<file path="config.mk">
export PLATFORM = sky130hd
export DESIGN_NAME = uart_ss_multi_edge_filter
export DESIGN_NICKNAME = d
export VERILOG_FILES = /design/src/rtl/uart_ss_multi_edge_filter.sv
export SDC_FILE = /design/constraint.sdc
export NUM_CORES = 1
export LEC_CHECK = 0
export ABC_AREA = 1
export BUFFER_PORTS_ARGS = -buffer_cell sky130_fd_sc_hd__buf_2
export CORE_MARGIN = 2
export CORE_UTILIZATION = 50
export CTS_BUF_LIST = sky130_fd_sc_hd__clkbuf_4 sky130_fd_sc_hd__clkbuf_8
export CTS_CLUSTER_SIZE = 28
export DETAILED_ROUTE_END_ITERATION = 6
export GPL_TIMING_DRIVEN = 1
export PLACE_DENSITY = 0.75
export RECOVER_POWER = 50
export SYNTH_ARGS = -nofsm -noshare
export SYNTH_HDL_FRONTEND = slang
export SYNTH_SLANG_ARGS = --single-unit
export TNS_END_PERCENT = 100
</file>
<file path="constraint.sdc">
create_clock -name i_clk -period 1.5 [get_ports i_clk]
set_clock_uncertainty 0.15 [all_clocks]
set_input_delay 0.3 -clock i_clk [delete_from_list [all_inputs] [get_ports i_clk]]
set_output_delay 0.3 -clock i_clk [all_outputs]
set_load 0.01 [all_outputs]
</file>
<file path="src/rtl/uart_ss_multi_edge_filter.sv">
`default_nettype none
// ============================================================================
// Module      : uart_ss_multi_edge_filter
// Description : Multi-channel synchroniser, glitch filter and edge detector
//               for the UART subsystem (RX line, CTS, break/wake inputs).
//               Each channel has a SYNC_STAGES-flop synchroniser and a
//               debounce filter that needs FILT_LEN stable cycles. It then
//               produces registered rise/fall pulses, a mode-qualified event
//               pulse and a sticky event flag with clear.
// Ports       : i_clk     - clock
//               i_rst_n   - asynchronous active-low reset
//               i_en      - filter/detector enable
//               i_signal  - [N_CH]   asynchronous raw inputs
//               i_mode    - [2*N_CH] per-channel mode (00 off, 01 rise,
//                                    10 fall, 11 both)
//               i_clr     - [N_CH]   sticky flag clear (level)
//               o_level   - [N_CH]   filtered, synchronised level
//               o_rise    - [N_CH]   1-cycle pulse, o_level went 0->1
//               o_fall    - [N_CH]   1-cycle pulse, o_level went 1->0
//               o_pulse   - [N_CH]   1-cycle pulse, edge qualified by mode
//               o_flag    - [N_CH]   sticky event flag
// Revision    : 1.0 - initial release
// ============================================================================
module uart_ss_multi_edge_filter #(
    parameter int N_CH        = 4,
    parameter int SYNC_STAGES = 2,
    parameter int FILT_LEN    = 4,
    parameter bit RST_VAL     = 1'b1
) (
    input  logic              i_clk,
    input  logic              i_rst_n,
    input  logic              i_en,
    input  logic [N_CH-1:0]   i_signal,
    input  logic [2*N_CH-1:0] i_mode,
    input  logic [N_CH-1:0]   i_clr,
    output logic [N_CH-1:0]   o_level,
    output logic [N_CH-1:0]   o_rise,
    output logic [N_CH-1:0]   o_fall,
    output logic [N_CH-1:0]   o_pulse,
    output logic [N_CH-1:0]   o_flag
);

    localparam int            CW        = $clog2(FILT_LEN + 1);
    localparam logic [CW-1:0] c_CNT_MAX = CW'(FILT_LEN - 1);

    for (genvar c = 0; c < N_CH; c++) begin : g_ch
        logic [SYNC_STAGES-1:0] r_sync;
        logic [CW-1:0]          r_cnt;
        logic                   r_level;
        logic                   r_rise;
        logic                   r_fall;
        logic                   r_pulse;
        logic                   r_flag;

        logic w_s;
        logic w_diff;
        logic w_accept;
        logic w_rise_nxt;
        logic w_fall_nxt;
        logic w_pulse_nxt;

        assign w_s    = r_sync[SYNC_STAGES-1];
        assign w_diff = (w_s != r_level);
        // The new value is accepted on the edge that would complete the
        // FILT_LEN-th consecutive differing sample.
        assign w_accept    = i_en && w_diff && (r_cnt == c_CNT_MAX);
        assign w_rise_nxt  = w_accept &  w_s;
        assign w_fall_nxt  = w_accept & ~w_s;
        assign w_pulse_nxt = (w_rise_nxt & i_mode[2*c])
                           | (w_fall_nxt & i_mode[2*c+1]);

        // Synchroniser runs regardless of i_en so the filter sees a
        // current value the moment it is re-enabled.
        always_ff @(posedge i_clk or negedge i_rst_n) begin
            if (!i_rst_n) begin
                r_sync <= {SYNC_STAGES{RST_VAL}};
            end else begin
                r_sync <= {r_sync[SYNC_STAGES-2:0], i_signal[c]};
            end
        end

        always_ff @(posedge i_clk or negedge i_rst_n) begin
            if (!i_rst_n) begin
                r_cnt   <= '0;
                r_level <= RST_VAL;
                r_rise  <= 1'b0;
                r_fall  <= 1'b0;
                r_pulse <= 1'b0;
                r_flag  <= 1'b0;
            end else begin
                // A single matching sample, or disable, discards the run.
                if (!i_en || !w_diff || w_accept) begin
                    r_cnt <= '0;
                end else begin
                    r_cnt <= r_cnt + CW'(1);
                end
                if (w_accept) begin
                    r_level <= w_s;
                end
                r_rise  <= w_rise_nxt;
                r_fall  <= w_fall_nxt;
                r_pulse <= w_pulse_nxt;
                // A new event in the clearing cycle wins over the clear.
                r_flag  <= (r_flag & ~i_clr[c]) | w_pulse_nxt;
            end
        end

        assign o_level[c] = r_level;
        assign o_rise[c]  = r_rise;
        assign o_fall[c]  = r_fall;
        assign o_pulse[c] = r_pulse;
        assign o_flag[c]  = r_flag;
    end

endmodule
`default_nettype wire

</file>
==> key figures <==
Status
  – Status: finished clean

Clock tree
  – Clock slew at reported path FFs: 0.11 ns
  – CTS root buf: clkbuf_4
  – CTS tree: done
  – Clk sink count: 40
  – CTS Buffer Depth: 2
  – Clock Latency Late Sink: 0.34 ns
  – H-tree depth: 2
  – CTS Buf Count: 5

Setup path
  – Crit Path Class: reg -> out
  – Worst path cell trace: buf_6
  – Reg-to-reg critical path endpoint: g_ch[0].r_flag
  – Arr. time, crit path: 1.01 ns
  – Worst path max stage delay: 0.57 ns
  – R2R depth: 6
  – Critical Path Source: g_ch[0].r_level
  – Slowest CP cell: dfstp_2
  – Startpoint Class: flop
  – Critical path capture point type: output port
  – Data required time at the worst endpoint: 1.05 ns
  – Delay-heaviest family, CP: flip-flops
  – Reg2Reg Setup Slack: 0.09 ns
  – Crit Path Max Fanout: 2
  – CP bufs+invs: 1
  – Reg-to-Reg Start: g_ch[0].r_cnt[0]

Power
  – Final Power: 2.11 mW
  – Power density over cell area: 1070 nW/um2
  – Net Sw Frac: 0.242
  – Combinational power share: 0.141
  – Seq pwr share: 0.569
  – Leakage: 1.14 nW
  – P_sw: around 510 uW
  – Clock network power share: 0.291
  – Int Pwr: 1.60 mW
  – VDD IR max: between 0.0005 and 0.0006 V

STA
  – Final Max Slew Viols: 0
  – RSZ-0062 raised after global routing: yes
  – Measured slew at the worst slew-check pin: 0.381 ns
  – Max Clk Rate: 0.686 GHz
  – Slew headroom: 0.746
  – Post-Route Hold Slack: 0.0193 ns
  – Fin. Hold Viols: 0
  – Finish-stage setup viols: 0
  – Tcrit/Tclk final: 0.971
  – Tmin final: 1.46 ns

Yosys
  – Syn_area_per_cell: 10.4 um2
  – Register area share after synthesis: 0.606
  – Synthesized cell area: roughly 1700 um2
  – Post-Syn Instances: approximately 160
  – Yosys cell types: 14
  – Synth Warn #: 0
  – Synth area leaders: dfrtp_1 (42%), dfstp_2 (19%), buf_4 (8.9%), inv_1 (6.7%), ha_1 (6.0%)
  – Yosys reg bits: 40
  – Post-synth top area share: 0.418
  – Cell taking the most area after synthesis: dfrtp_1
  – Syn_nets: 188

Global routing
  – Met1 Resource Use GR: 0.164
  – Met3 Use GR: 0.0642
  – Pin count of the biggest net entering global routing: 26
  – First-pass GRT wire length: 4450 um
  – Vias in the first global route: 1119
  – GRT met2 Usage: 0.298
  – Total gr overflow: 0
  – Antenna violations before repair: 0
  – GR peak layer: met2
  – Total global routing track utilization: 0.167

Min path
  – Min-Delay Endpoint: g_ch[1].r_pulse
  – Worst hold stages: 3
  – Worst Hold Launch: i_mode[3]
  – Worst min path class: in -> reg

Die
  – Core Footprint: roughly 3300 um2
  – DIE AREA: 3840 um2
  – Initial core utilization: 0.511
  – Die Span Y: 61.9 um
  – Num ports: 39
  – Core Rows: 21
  – Die Wd: 61.9 um

Routing
  – Via count: 1114
  – Final routed DRC violation total: 0
  – ANT nets after route: 0
  – DR vias/cell: 4.57
  – Post-Route WL: 2710 um
  – Detailed Routing Iterations Pass 1: 4
  – Wirelength per Cell: 11.1 um
  – Iter 0 DRT Violations: 48

Placement
  – Detailed Place HPWL: 1970 um
  – Final Wtd Congestion: around 0.73
  – Post-DP Area: 1780 um2
  – Placed cell count: 225
  – PortBufs: 38

Finish
  – # diodes: 0
  – Commonest non-fill, non-tap cell in the layout: buf_2
  – Fin cells: 244
  – Nets: 224
  – # fillers: 276
  – Most frequent cells in the layout: buf_2 (34), inv_1 (30), dfrtp_1 (28), nand2_1 (22), nor2_1 (16)
  – Layout cell share with drive strength beyond 1: 0.359
  – Design area: 1960 um2
  – Layout area overhead: 16.9%

Run
  – MaxCap Viol Count: 0
## worst max-delay path by stage
stage	cells past startpoint	slack [ns]	to
2_1_floorplan	6	0.21	g_ch[0].r_flag
5_1_grt	1	-0.008	o_level[0]
4_1_cts	1	0.005	o_level[2]
6_report	1	0.04	o_level[0]
3_5_place_dp	6	0.09	g_ch[3].r_flag
3_3_place_gp	6	0.18	g_ch[3].r_flag
## power groups by stage
stage | clock (mW) | sequential (mW) | combinational [mW]
final | 0.612 | 1.20 | 0.296
after global routing | 0.687 | 1.21 | 0.334
after CTS | 0.643 | 1.19 | 0.271
after detailed placement | 0 | 1.23 | 0.213
after global placement | 0 | 1.22 | 0.193
after floorplan | 0 | 1.22 | 0.146
## routing by layer
| layer | vias up | share of wire |
|---|---|---|
| li1 | 551 | - |
| met1 | 527 | 0.41 |
| met2 | 30 | 0.52 |
| met3 | 6 | 0.046 |
| met4 | 0 | 0.030 |
| met5 | - | 0 |
## flip-flops by register name, indices dropped and copies added (netlist names)
signal and cells:
g_ch.r_flag 4, g_ch.r_sync 8, g_ch.r_level 4, g_ch.r_cnt 12, g_ch.r_fall 4, g_ch.r_pulse 4, g_ch.r_rise 4
## cells in the mapped netlist
master   count
nand3_1      3
nand2_2      2
dfrtp_1     28
a31oi_1      4
nand3_2      1
nor2_1      16
nand2_1     22
ha_1         8
nand4_1     12
dfstp_2     12
buf_4       20
buf_6        1
inv_2        2
inv_1       30
## area by class of cell
cell class,count,area (um2),share of cell area
clock buffers,8,72.6,0.0370
repair buffers,50,312,0.159
multi-input cells,68,383,0.195
well taps,46,57.6,0.0294
inverters,32,120,0.0613
flip-flops and latches,40,1020,0.518
## per-stage QoR
step	setup slack, ns	TNS, ns	utilization
2_1_floorplan	0.208	0	-
3_3_place_gp	0.176	0	0.543
3_5_place_dp	0.0860	0	0.543
4_1_cts	0.00534	0	0.590
5_1_grt	-0.00840	-0.0127	0.597
6_report	0.0432	0	0.597
## tightest hold or removal path: cells and delay by family
kind | cells | cell delay (ns)
and+or+nand+nor | 2 | 0.11
buffers and inverters | 1 | 0.08
## kinds of logic (layout without fill, tap and decap cells)
kind of cell    after synthesis  count (layout)  share of synthesized area
simple gates                 56              56                      0.152
buf+inv                      53              90                      0.168
flops                        40              40                      0.606
fa+ha+maj                     8               8                     0.0597
compound gates                4               4                     0.0149
## repair_timing
item	4_1_cts	5_1_grt
resized for setup	0	4
buffers inserted	4	2
hold buffers	5	0
setup endpoints to repair	4	7
endpoints found under the hold margin	19	0
pin swaps	0	4
(Power assumes the default switching activity.)
